### src/rtl/crossy_pkg.sv
// Shared definitions for the crossy game-flow blocks: state encoding,
// score width, default timing parameters and the frame counter width helper.
package crossy_pkg;

    typedef enum logic [1:0] {
        ST_IDLE = 2'd0,
        ST_PLAY = 2'd1,
        ST_HIT  = 2'd2,
        ST_OVER = 2'd3
    } state_t;

    localparam int SCORE_W              = 7;
    localparam int DEBOUNCE_CYCLES_DEF  = 250000;
    localparam int HIT_FRAMES_DEF       = 60;

    // Width needed to count HIT frames from 0 up to HIT_FRAMES inclusive.
    function automatic int frame_cnt_w(input int hit_frames);
        return $clog2(hit_frames + 1);
    endfunction

endpackage

### src/rtl/game_ctrl_btn_debounce.sv
// Move-button conditioning: 2-flop synchronizer, stability counter and a
// one-cycle pulse on the rising edge of the accepted (stable) level.
module btn_debounce #(
    parameter int DEBOUNCE_CYCLES = 250000,
    parameter int DB_W            = 18
) (
    input  logic i_clk,
    input  logic i_rst_n,
    input  logic i_btn,
    output logic o_press
);

    localparam logic [DB_W-1:0] CNT_LAST = DB_W'(DEBOUNCE_CYCLES - 1);

    logic            r_sync1;
    logic            r_sync2;
    logic            r_stable;
    logic            r_stable_d;
    logic [DB_W-1:0] r_cnt;

    // Bring the asynchronous button into the clock domain.
    always_ff @(posedge i_clk or negedge i_rst_n) begin
        if (!i_rst_n) begin
            r_sync1 <= 1'b0;
            r_sync2 <= 1'b0;
        end else begin
            r_sync1 <= i_btn;
            r_sync2 <= r_sync1;
        end
    end

    // Accept a new level only after it has differed from the stable level
    // for DEBOUNCE_CYCLES consecutive cycles; any return resets the count.
    always_ff @(posedge i_clk or negedge i_rst_n) begin
        if (!i_rst_n) begin
            r_cnt    <= '0;
            r_stable <= 1'b0;
        end else if (r_sync2 == r_stable) begin
            r_cnt    <= '0;
        end else if (r_cnt == CNT_LAST) begin
            r_stable <= r_sync2;
            r_cnt    <= '0;
        end else begin
            r_cnt    <= r_cnt + 1'b1;
        end
    end

    // Delayed copy of the stable level for edge detection.
    always_ff @(posedge i_clk or negedge i_rst_n) begin
        if (!i_rst_n) begin
            r_stable_d <= 1'b0;
        end else begin
            r_stable_d <= r_stable;
        end
    end

    assign o_press = r_stable & ~r_stable_d;

endmodule

### src/rtl/game_ctrl.sv
// Game-flow controller: move-button conditioning, per-frame collision latch,
// IDLE/PLAY/HIT/OVER sequencing of reset/freeze/flash, and high-score tracking.
module game_ctrl
    import crossy_pkg::*;
#(
    parameter int DEBOUNCE_CYCLES = DEBOUNCE_CYCLES_DEF,
    parameter int DB_W            = 18,
    parameter int HIT_FRAMES      = HIT_FRAMES_DEF
) (
    input  logic               i_clk,
    input  logic               i_rst_n,
    input  logic               i_move_btn,
    input  logic               i_collision,
    input  logic               i_frame_tick,
    input  logic [SCORE_W-1:0] i_score,
    output logic               o_move_pulse,
    output logic               o_game_rst,
    output logic               o_freeze,
    output logic               o_flash,
    output logic [1:0]         o_state,
    output logic [SCORE_W-1:0] o_high_score
);

    localparam int             FCW       = frame_cnt_w(HIT_FRAMES);
    localparam logic [FCW-1:0] FRM_LAST  = FCW'(HIT_FRAMES - 1);

    state_t             r_state;
    logic [FCW-1:0]     r_frame_cnt;
    logic               r_hit_seen;
    logic               r_move_pulse;
    logic               r_game_rst;
    logic               r_freeze;
    logic               r_flash;
    logic [SCORE_W-1:0] r_high_score;

    state_t             w_state_next;
    logic [FCW-1:0]     w_frame_cnt_next;
    logic [FCW-1:0]     w_cnt_inc;
    logic               w_flash_bit;
    logic               w_move_next;
    logic               w_rst_next;
    logic               w_freeze_next;
    logic               w_flash_next;
    logic [SCORE_W-1:0] w_high_score_next;
    logic               w_press;
    logic               w_hit_now;

    btn_debounce #(
        .DEBOUNCE_CYCLES (DEBOUNCE_CYCLES),
        .DB_W            (DB_W)
    ) u_btn_debounce (
        .i_clk   (i_clk),
        .i_rst_n (i_rst_n),
        .i_btn   (i_move_btn),
        .o_press (w_press)
    );

    assign w_cnt_inc = r_frame_cnt + 1'b1;
    assign w_hit_now = i_frame_tick & (r_hit_seen | i_collision);

    // Flash follows bit 3 of the frame count; short HIT phases never reach it.
    generate
        if (FCW > 3) begin : g_flash_bit
            assign w_flash_bit = w_cnt_inc[3];
        end else begin : g_no_flash_bit
            assign w_flash_bit = 1'b0;
        end
    endgenerate

    // Remember any collision seen during the current PLAY frame.
    always_ff @(posedge i_clk or negedge i_rst_n) begin
        if (!i_rst_n) begin
            r_hit_seen <= 1'b0;
        end else if (i_frame_tick) begin
            r_hit_seen <= 1'b0;
        end else if ((r_state == ST_PLAY) && i_collision) begin
            r_hit_seen <= 1'b1;
        end
    end

    // State and registered outputs.
    always_ff @(posedge i_clk or negedge i_rst_n) begin
        if (!i_rst_n) begin
            r_state      <= ST_IDLE;
            r_frame_cnt  <= '0;
            r_move_pulse <= 1'b0;
            r_game_rst   <= 1'b1;
            r_freeze     <= 1'b0;
            r_flash      <= 1'b0;
            r_high_score <= '0;
        end else begin
            r_state      <= w_state_next;
            r_frame_cnt  <= w_frame_cnt_next;
            r_move_pulse <= w_move_next;
            r_game_rst   <= w_rst_next;
            r_freeze     <= w_freeze_next;
            r_flash      <= w_flash_next;
            r_high_score <= w_high_score_next;
        end
    end

    // Next state and next output values; presses in IDLE/OVER start play and are not forwarded.
    always_comb begin
        w_state_next      = r_state;
        w_frame_cnt_next  = r_frame_cnt;
        w_move_next       = 1'b0;
        w_rst_next        = 1'b0;
        w_freeze_next     = 1'b0;
        w_flash_next      = 1'b0;
        w_high_score_next = r_high_score;
        case (r_state)
            ST_IDLE: begin
                if (w_press) begin
                    w_state_next = ST_PLAY;
                end else begin
                    w_rst_next   = 1'b1;
                end
            end
            ST_PLAY: begin
                w_move_next = w_press;
                if (w_hit_now) begin
                    w_state_next     = ST_HIT;
                    w_frame_cnt_next = '0;
                    w_freeze_next    = 1'b1;
                    if (i_score > r_high_score) begin
                        w_high_score_next = i_score;
                    end
                end
            end
            ST_HIT: begin
                w_freeze_next = 1'b1;
                w_flash_next  = r_flash;
                if (i_frame_tick) begin
                    if (r_frame_cnt == FRM_LAST) begin
                        w_state_next = ST_OVER;
                        w_flash_next = 1'b0;
                    end else begin
                        w_frame_cnt_next = w_cnt_inc;
                        w_flash_next     = w_flash_bit;
                    end
                end
            end
            ST_OVER: begin
                if (w_press) begin
                    w_state_next = ST_PLAY;
                    w_rst_next   = 1'b1;
                end else begin
                    w_freeze_next = 1'b1;
                end
            end
            default: begin
                w_state_next = ST_IDLE;
                w_rst_next   = 1'b1;
            end
        endcase
    end

    assign o_move_pulse = r_move_pulse;
    assign o_game_rst   = r_game_rst;
    assign o_freeze     = r_freeze;
    assign o_flash      = r_flash;
    assign o_state      = r_state;
    assign o_high_score = r_high_score;

endmodule
### config.mk
export PLATFORM = sky130hd
export DESIGN_NAME = game_ctrl
export DESIGN_NICKNAME = d
export VERILOG_FILES = /design/src/rtl/crossy_pkg.sv /design/src/rtl/game_ctrl_btn_debounce.sv /design/src/rtl/game_ctrl.sv
export SDC_FILE = /design/constraint.sdc
export NUM_CORES = 1
export LEC_CHECK = 0
export BUFFER_PORTS_ARGS = -buffer_cell sky130_fd_sc_hd__buf_2
export CORE_AREA = 2 2 54 81
export CTS_CLUSTER_DIAMETER = 60
export DETAILED_ROUTE_END_ITERATION = 16
export DIE_AREA = 0 0 56 83
export PLACE_DENSITY = 0.82
export REMOVE_ABC_BUFFERS = 1
export SYNTH_ARGS = -nofsm -noshare
export SYNTH_HDL_FRONTEND = slang
export SYNTH_SLANG_ARGS = --single-unit
export TNS_END_PERCENT = 20
### constraint.sdc
create_clock -name i_clk -period 2.9 [get_ports i_clk]
set_clock_uncertainty 0.15 [all_clocks]
set_input_delay 0.58 -clock i_clk [delete_from_list [all_inputs] [get_ports i_clk]]
set_output_delay 0.58 -clock i_clk [all_outputs]
set_load 0.02 [all_outputs]
## After elaboration in Yosys (flattened, before gate mapping)

Cells that the tools add are included.

- Multiplexer cells: 22
- Reductions and logical operators: 9
- Add/subtract/negate cells: 2
- $lt $le $gt $ge: 1
- Bitwise operators: 5
- Equality and inequality tests: 11

Operators with widths:

| cell | number |
|---|---|
| 2-to-1 mux 18 bit | 2 |
| adder 18 x 1 -> 18 bit (second input constant) | 1 |
| == test 18 bit (second input constant) | 1 |
| 2-to-1 mux 6 bit | 3 |
| case mux 6 bit (2 select lines) | 1 |
| 2-to-1 mux 1 bit | 9 |
| 2-to-1 mux 2 bit | 4 |
| inequality test 2 bit (second input constant) | 4 |
| AND reduction 4 bit | 2 |
| > comparator 7 bit | 1 |
| adder 6 x 1 -> 6 bit (second input constant) | 1 |
| == test 6 bit (second input constant) | 1 |
| case mux 2 bit (3 select lines) | 1 |
| == test 2 bit (second input constant) | 2 |
| nonzero test 2 bit | 2 |
| case mux 1 bit (3 select lines) | 1 |
| AND reduction 3 bit | 1 |
| AND 1 bit | 2 |
| == test 2 x 1 -> 1 bit (second input constant) | 1 |
| zero test 2 bit | 1 |
| inequality test 2 x 1 -> 1 bit (second input constant) | 1 |
| inverter 1 bit | 2 |
| case mux 1 bit (2 select lines) | 1 |
| AND reduction 2 bit | 1 |
| 4 further kinds | 4 |

- Register bits: 42

## Logic depth before layout (Yosys ltp)

- Word-level depth: 4
- Mapped depth: 7

## Cells and area by module

From an unflattened synthesis, not the netlist that was laid out.

- Cell total of the unflattened synthesis: 210
- Area total of the unflattened synthesis: 2263.4 µm²

By module, submodules not included:

| module | seq. area each (µm²) | cells each | area each (µm²) | times used |
|---|---|---|---|---|
| game_ctrl | 501.7 | 110 | 1202.4 | 1 |
| btn_debounce | 550.5 | 100 | 1061.0 | 1 |

## Worst setup path after synthesis

No wires, ideal clock.

- Kind: register -> register
- Start: register r_state[1] (netlist: o_state[1])
- End: register r_high_score[0] (netlist: o_high_score[0])
- Arrival time: 1.855 ns
- Data required time: 2.625 ns
- Path slack: 0.770 ns
- Cell stages (with the launch flop): 8
- Cell sequence: dfrtp_1 -> inv_1 -> ha_1 -> o211ai_1 -> o21ba_2 -> o31a_1 -> clkbuf_1 -> mux2_2

- Longest elaborated chain between the ends: 2

Ends and longest elaborated chain:

| element | line | text |
|---|---|---|
| start, declared | game_ctrl.sv:27 | `state_t r_state;` |
| start signal, assigned | game_ctrl.sv:92 | `r_state <= w_state_next;` |
| == test 2 x 1 -> 1 bit | game_ctrl.sv:111 | `case (r_state)` |
| AND reduction 3 bit (no source line) | - |  |
| end signal, assigned | game_ctrl.sv:98 | `r_high_score <= w_high_score_next;` |
| end, declared | game_ctrl.sv:34 | `logic [SCORE_W-1:0] r_high_score;` |

Every way passes these cells.
A chain may end at the register's enable or synchronous reset.

## Final worst setup path

- Start: register r_state[1] (netlist: o_state[1])
- End: register r_high_score[3] (netlist: o_high_score[3])

Same word-level chain as after synthesis.

==> results.yml <==
clocking:
  cts_max_level: 2
  clkSinkCount: 42
  clkTransAtPathRegs_ns: 0.08
  numCtsBuffers: 5
  root_buffer: "clkbuf_8"
  insertion_delay_ns: 0.30
  postCtsSetupBuffers: 0
  cts_tree: "yes"
  clockBufferDepth: 2
  cts_resized: 0
  ctsHoldBuffers: 0
logic_synthesis:
  yosys_register_bits: 42
  synth_top_flop_cell: "dfrtp_1"
  synth_edf_count: 0
  syn_inst: 205
  ys_async_sr_fraction: 1.00
  post-synth-top-area-cell: "dfrtp_1"
  yosysSeqAreaShare: 0.477
  synth_top_area_share: 0.465
  syn_area_per_cell_um2: 10.8
  synth.area.top_cells: "dfrtp_1, ha_1, xnor2_1"
  ys_types: 46
  ys_warn_count: 0
  syn_area_um2: 2210
finish:
  finalInstanceArea_um2: 2470
  fin_util: 0.629
  n_antenna_cell: 0
  synthToLayoutAreaGrowth_pct: 12.0
  layout-drive-gt1-share: 0.209
  fin_nets: 258
routing:
  drt-initial-drc-count: 50
  wirelength_um: 3770
  ant_nets: 0
  num_vias: 1583
  via_per_inst: 5.67
  drt-pass1-iter-count: 4
  wl_per_cell_um: 13.5
  drc: 0
global_route:
  grt_pass1_vias: 1487
  grtUsageTotal: 0.171
  grt_antenna_before_repair: 0
  grt_overflow: 0
  grt_max_degree: 43
  grt_pass1_wl_um: 6370
timing:
  hold_ws_ns: 0.201
  slew_headroom: 0.375
  hold_violations: 0
  finalSetupTns_ns: 0
  worst_pin_slew_ns: 0.938
  post-route-period-util: 0.767
  setup_violations: 0
  fmax_mhz: 450
  slew_viol_final: 0
  min_period_ns: 2.22
  rsz0062_at_grt: "no"
floorplan:
  initial_core_util: 0.562
  die_area_um2: 4650
  core_um2: 3920
  die_width_um: 56
  fp.dieH_um: 83
  pin_count: 25
  rows: 28
worst_setup_path:
  worst_setup_path_end_kind: "flop"
  worstSetupPathType: "flop to flop"
  cp_max_fo: 7
  critical_path_arrival_ns: 2.26
  critPathLaunchType: "flop"
  cp.required_ns: 2.94
run_status:
  outcome: "completed"
power_and_ir_drop:
  vdd_drop_max_mv: 0.606
  power.density_nw_per_um2: 451
  p_int_uw: 871
  cellLeakagePower_nw: 1.11
  netSwitchingFraction: 0.218
  combinationalPowerShare: 0.048
  seq_power_share: 0.539
  power_switching_uw: 243
  pwr-share-clk: 0.413
hold_path:
  hp-class: "flop to flop"
placed_design:
  placed_area_um2: 2360
  io_buffers: 24
  place_hpwl_um: 2720
  gp_congestion: 0.794
run:
  maxCapViolations: 0
[cell usage after synthesis (2+ instances only)]
cell type  number
nor3b_1         3
nor2_1         26
clkbuf_1        2
o21ai_0         4
xnor2_1        13
nor4_1          5
nand3_1         9
nand4_1         5
a211oi_1        2
ha_1           13
o21a_1          2
mux2_2          9
nor2b_1         2
inv_1          15
dfrtp_1        41
nand2b_1        2
or3_1           3
nand3b_1        3
nand2_1         6
a21oi_1         5
o2bb2ai_1       3
xor2_1          4
buf_6           2
nor3_1          4
[worst max-delay path, cell delays in order, from the launching register on]
cell	delay (ns)
dfrtp_1	0.43
inv_1	0.09
ha_1	0.27
o211ai_1	0.18
o21ba_2	0.27
o31a_1	0.34
mux2_2	0.38
[layout make-up]
class,instances,area [um^2]
Fill cell,316,1450
Multi-Input combinational cell,144,1070
Sequential cell,42,1050
Timing Repair Buffer,25,128
Clock buffer,6,72.6
Inverter,15,56.3
Tap cell,45,56.3
Clock inverter,2,37.5
[registers in the layout, indices dropped and copies added, names as in the netlist]
register	cells
u_btn_debounce.r_stable_d	1
o_game_rst	1
u_btn_debounce.r_stable	1
o_high_score	7
r_frame_cnt	6
o_flash	1
o_move_pulse	1
u_btn_debounce.r_cnt	18
u_btn_debounce.r_sync1	1
u_btn_debounce.r_sync2	1
o_state	2
r_hit_seen	1
o_freeze	1
[routing by layer]
layer / vias up / routed length (um) / track usage
met4: 0 / 84 / 0.0909
li1: 783 / - / -
met5: - / 0 / 0
met2: 39 / 1930 / 0.288
met1: 752 / 1630 / 0.202
met3: 9 / 123 / 0.0343
[placed cells by master (no fill, tap or decap), drive strengths merged, types with 6 or more instances in the layout]
cell / synthesis / layout
buf: 2 / 25
clkbuf: 2 / 6
dfrtp: 41 / 41
ha: 13 / 13
inv: 15 / 15
mux2: 9 / 9
nand2: 6 / 6
nand3: 10 / 10
nand4: 6 / 6
nor2: 26 / 26
nor4: 6 / 6
xnor2: 13 / 13
[power groups by stage]
stage / registers, mW / clock network (mW) / logic [mW]
finish: 0.600 / 0.460 / 0.0537
CTS: 0.600 / 0.473 / 0.0552
detailed placement: 0.611 / 0 / 0.0550
global route: 0.601 / 0.498 / 0.0623
global placement: 0.611 / 0 / 0.0531
floorplan: 0.610 / 0 / 0.0262
[final timing paths]
path / start / end / slack (ns) / cells after the start
setup / recovery: o_state[1] / o_high_score[3] / 0.68 / 6
min in group asynchronous: i_rst_n / o_high_score[3] / 0.27 / 1
setup reg to reg: o_state[1] / o_high_score[3] / 0.68 / 6
max in group asynchronous: i_rst_n / u_btn_debounce.r_cnt[5] / 1.74 / 1
hold / removal: u_btn_debounce.r_sync1 / u_btn_debounce.r_sync2 / 0.20 / 0
hold reg to reg: u_btn_debounce.r_sync1 / u_btn_debounce.r_sync2 / 0.20 / 0
[kinds of logic (layout without fill, tap and decap cells)]
group	after synthesis	in the layout	synth area share
buf+inv	19	48	0.0391
simple gates	76	76	0.191
mux	9	9	0.0459
flops	42	42	0.477
fa+ha+maj	13	13	0.0737
xor+xnor	17	17	0.0675
compound gates	29	29	0.106
[through the flow]
step	total power, mW	setup WS, ns	std cells
global placement	0.664	0.635	271
detailed placement	0.666	0.603	271
floorplan	0.636	0.866	201
finish	1.11	0.676	279
global route	1.16	0.516	279
CTS	1.13	0.650	279
(Power assumes the default switching activity.)
